**config.mk**
```make
export PLATFORM = sky130hd
export DESIGN_NAME = alu16b_sequencer
export DESIGN_NICKNAME = d
export VERILOG_FILES = /design/src/rtl/alu16b_sequencer.sv
export SDC_FILE = /design/constraint.sdc
export NUM_CORES = 1
export LEC_CHECK = 0
export BUFFER_PORTS_ARGS = -buffer_cell sky130_fd_sc_hd__buf_2
export CAP_MARGIN = 20
export CORE_ASPECT_RATIO = 1.4
export CORE_MARGIN = 5
export CORE_UTILIZATION = 35
export DETAILED_ROUTE_END_ITERATION = 8
export PLACE_DENSITY = 0.62
export SYNTH_ARGS = -nofsm -noshare
export SYNTH_HDL_FRONTEND = slang
export SYNTH_SLANG_ARGS = --single-unit
```
**constraint.sdc**
```tcl
create_clock -name clk -period 1.7 [get_ports clk]
set_input_delay 0.085 -clock clk [delete_from_list [all_inputs] [get_ports clk]]
set_output_delay 0.085 -clock clk [all_outputs]
set_load 0.01 [all_outputs]
```
**src/rtl/alu16b_sequencer.sv**
```systemverilog
// Request/response sequencer around an external 16-bit ALU: captures one
// request, drives the ALU for one cycle, and holds the registered result until the consumer takes it.
module alu16b_sequencer (
  input  logic        clk,
  input  logic        rst_n,
  input  logic        req_valid,
  output logic        req_ready,
  input  logic [3:0]  req_op,
  input  logic [15:0] req_a,
  input  logic [15:0] req_b,
  input  logic        req_isBIEQ,
  output logic [15:0] alu_A,
  output logic [15:0] alu_B,
  output logic [3:0]  alu_op,
  output logic        alu_isBIEQ,
  input  logic [15:0] alu_R,
  input  logic        alu_isZero,
  input  logic        alu_isNegative,
  input  logic        alu_ovfl,
  output logic        rsp_valid,
  input  logic        rsp_ready,
  output logic [15:0] rsp_R,
  output logic        rsp_isZero,
  output logic        rsp_isNegative,
  output logic        rsp_ovfl,
  output logic        rsp_err,
  output logic        ovfl_sticky,
  input  logic        clr_sticky,
  output logic [15:0] op_count
);

  typedef enum logic [1:0] {IDLE, EXEC, RESP} state_t;

  state_t      state_reg, state_next;
  logic [3:0]  op_reg;
  logic [15:0] a_reg, b_reg;
  logic        bieq_reg;
  logic [15:0] r_reg;
  logic        z_reg, n_reg, o_reg, e_reg;
  logic        sticky_reg;
  logic [15:0] count_reg;

  logic capture;
  logic handshake;
  logic illegal;
  logic arith;
  logic masked_ovfl;

  always_comb begin
    state_next = state_reg;
    req_ready  = 1'b0;
    rsp_valid  = 1'b0;
    capture    = 1'b0;
    handshake  = 1'b0;
    case (state_reg)
      IDLE: begin
        req_ready = 1'b1;
        if (req_valid) begin
          capture    = 1'b1;
          state_next = EXEC;
        end
      end
      EXEC: state_next = RESP;
      RESP: begin
        rsp_valid = 1'b1;
        req_ready = rsp_ready;
        if (rsp_ready) begin
          handshake = 1'b1;
          if (req_valid) begin
            capture    = 1'b1;
            state_next = EXEC;
          end else begin
            state_next = IDLE;
          end
        end
      end
      default: state_next = IDLE;
    endcase
  end

  // Only the add/sub family reports overflow; illegal ops never reach this set.
  assign illegal     = op_reg[3];
  assign arith       = (op_reg == 4'd2) || (op_reg == 4'd3) || (op_reg == 4'd7);
  assign masked_ovfl = arith && alu_ovfl;

  assign alu_A      = a_reg;
  assign alu_B      = b_reg;
  assign alu_isBIEQ = bieq_reg;
  assign alu_op     = (state_reg == EXEC && illegal) ? 4'd0 : op_reg;

  always_ff @(posedge clk or negedge rst_n) begin
    if (!rst_n) begin
      state_reg  <= IDLE;
      op_reg     <= 4'd0;
      a_reg      <= 16'd0;
      b_reg      <= 16'd0;
      bieq_reg   <= 1'b0;
      r_reg      <= 16'd0;
      z_reg      <= 1'b0;
      n_reg      <= 1'b0;
      o_reg      <= 1'b0;
      e_reg      <= 1'b0;
      sticky_reg <= 1'b0;
      count_reg  <= 16'd0;
    end else begin
      state_reg <= state_next;
      if (capture) begin
        op_reg   <= req_op;
        a_reg    <= req_a;
        b_reg    <= req_b;
        bieq_reg <= req_isBIEQ;
      end
      if (state_reg == EXEC) begin
        r_reg <= illegal ? 16'd0 : alu_R;
        z_reg <= illegal ? 1'b0 : alu_isZero;
        n_reg <= illegal ? 1'b0 : alu_isNegative;
        o_reg <= masked_ovfl;
        e_reg <= illegal;
      end
      // Setting beats clearing when both land on the same edge.
      if (state_reg == EXEC && masked_ovfl) begin
        sticky_reg <= 1'b1;
      end else if (clr_sticky) begin
        sticky_reg <= 1'b0;
      end
      if (handshake) begin
        count_reg <= count_reg + 16'd1;
      end
    end
  end

  assign rsp_R          = r_reg;
  assign rsp_isZero     = z_reg;
  assign rsp_isNegative = n_reg;
  assign rsp_ovfl       = o_reg;
  assign rsp_err        = e_reg;
  assign ovfl_sticky    = sticky_reg;
  assign op_count       = count_reg;

endmodule

```
==> results.toml <==
[floorplan]
die_h_um = 123
core-area_sq_um = 8980
start_util_pct = 35.7
rows = 41
pin_count = 137
die_x_um = 90.8
die_area_sq_um = 11200

[worst_setup_path]
cp_max_fo = 40
cp-start-kind = "register"
arrival_ns = 1.50
crit_required_ns = 1.62
crit_type = "reg -> out"
crit_path_end_kind = "primary output"

[placed_design]
place_ws_ns = 0.204
port_buffers = 136
place_inst = 480
gp_congestion = 0.774
hpwlAfterDp_um = 5580

[cts]
cts_root_buf = "clkbuf_16"
cts_buffer_depth = 2
cts.htree.levels = 3
cts-buffers-inserted = 9
clkSinkCount = 76
clkSlewWorstSetupHoldPaths_ns = 0.05
clock_latency_ns = 0.33
cts_tree = "done"

[layout]
final_cells = 535
final_layout_size_suffix_gt1_share_pct = 47.0
nets = 486
fillCellCount = 792
syn2layout_area_growth_pct = 47.4
diodes = 0

[global_route]
grt_usage_pct = 14.7
antenna_found_initial = 0
grt_max_degree = 47
grt_first_pass_wirelength_um = 12800
grt_pass1_vias = 2635
overflow = 0

[job]
cap_violations = 0

[sta]
hold_viol_final = 0
maxSlewHeadroom_pct = 59.6
fin_skew_ns = 0.00701
fin_crit_sh_pct = 93.0
setup_slack_ns = 0.119
finalSetupViolations = 0
tns_ns = 0
tightest_slew_ns = 0.606
period_needed_ns = 1.58
slew_viol_final = 0
max_freq_ghz = 0.632
rsz0062_at_grt = "false"

[synth]
netlist_instances = 242
synth.most_common_cell = "dfrtp_1"
netlist_area_sq_um = 3200
ys_top_cells_by_area = "dfrtp_1 (59%), mux2_4 (8.9%), mux2_2 (6.7%)"
synth_edf_count = 0
ys.flop_type = "dfrtp_1"
ys.warnings.count = 0
ys_seq_area_share_pct = 59.4
synth.ff_latch_count = 76
async_flop_share_pct = 100
synth.avg_cell_area_sq_um = 13.2
synth_commonest_cells = "dfrtp_1 (76), nand2_1 (32)"
yosys.area.top_type_share_pct = 59.4
mappedNetlistNets = 304
yosys.area.top_type = "dfrtp_1"
synthDistinctLibCells = 31

[worst_hold_path]
min_path_type = "in -> reg"

[route]
drt_pre_antenna_iters = 4
num_vias = 2438
vias_per_cell = 4.56
postRouteAntennaNets = 0
drcViolationCount = 0
drtIter0Drc = 53
wl_per_cell_um = 15.0
routed_wl_um = 8000

[power]
power_leakage_nw = 2.39
powerDensity_nw_per_um2 = 1320
vdd_drop_max_uv = 720

[status]
status = "completed"
[timing repair]
action | CTS | global route
hold buffers | 40 | 0
hold endpoints to repair | 84 | 0
gates resized for setup | 0 | 2
endpoints found under the setup margin | 0 | 1
buffers inserted | 0 | 0
[metal layers]
metal	GRT usage (%)	vias up	share of wire [%]
li1	-	1172	-
met1	15.0	1173	36
met2	26.8	78	55
met3	4.14	15	6.1
met4	8.35	0	2.7
met5	0	-	0
[critical path, stage by stage, from the launching register on]
cell	delay [ns]
dfrtp_1	0.43
nand2b_1	0.22
buf_8	0.20
and2_1	0.17
buf_2	0.14
[cells in the final DEF (no fill, tap or decap), types with 2 or more instances in the layout]
cell type / count
buf_2: 135
xor2_1: 4
o21ai_0: 19
xnor2_1: 11
inv_1: 2
mux2_2: 19
nand4_1: 4
clkbuf_8: 6
buf_12: 3
dlygate4sd3_1: 40
nor2_1: 3
and3_1: 3
clkbuf_16: 9
and2_1: 5
mux2_4: 19
buf_4: 2
nand2b_1: 19
nand2_1: 32
nand3b_1: 2
nand3_1: 2
dfrtp_1: 76
[stage by stage]
| stage | hold slack, ns | util (%) | cell area, sq um | total power, mW |
|---|---|---|---|---|
| final | 0.0159 | 52.6 | 4720 | 6.21 |
| after detailed placement | 0.140 | 44.6 | 4000 | 4.30 |
| after global placement | 0.129 | 44.6 | 4000 | 4.25 |
| after floorplan | -0.211 | - | 3200 | 3.53 |
| after CTS | 0.00241 | 52.5 | 4710 | 6.31 |
| after global routing | 0.0216 | 52.6 | 4720 | 6.59 |
[area by class of cell]
type	instances	area, sq um	area share [%]
sequential	76	1900	40.3
multi-input combinational	154	1200	25.5
timing repair buffer	181	1170	24.7
clock buffer	15	308	6.52
tap	107	134	2.84
inverter	2	7.51	0.159
[report_power, final]
| part | switching, mW | internal [mW] | leakage (nW) |
|---|---|---|---|
| Sequential | 0.284 | 2.27 | 0.948 |
| Clock | 0.677 | 1.22 | 0.154 |
| Combinational | 0.845 | 0.919 | 1.29 |
| Total | 1.81 | 4.41 | 2.39 |
[final timing paths]
kind	start	slack, ns	depth (start not counted)	endpoint
min reg2reg	rsp_R[15]	0.47	2	rsp_R[15]
max reg2reg	state_reg[1]	0.20	4	alu_A[12]
max in group asynchronous	rst_n	0.79	3	rsp_isNegative
min	alu_R[8]	0.02	3	rsp_R[8]
max	state_reg[1]	0.12	4	alu_op[3]
min in group asynchronous	rst_n	0.32	2	alu_A[1]
[cells by family after synthesis]
group,after synthesis,share of synthesized area (%)
DFF,76,59.4
buffers and inverters,12,3.05
muxes,38,15.6
xor gates and xnor gates,15,4.10
adders and majority gates,1,0.391
AOI/OAI and AO/OA,21,3.56
and+or+nand+nor,79,13.9
Note: power is estimated with default switching activity, not from simulation.
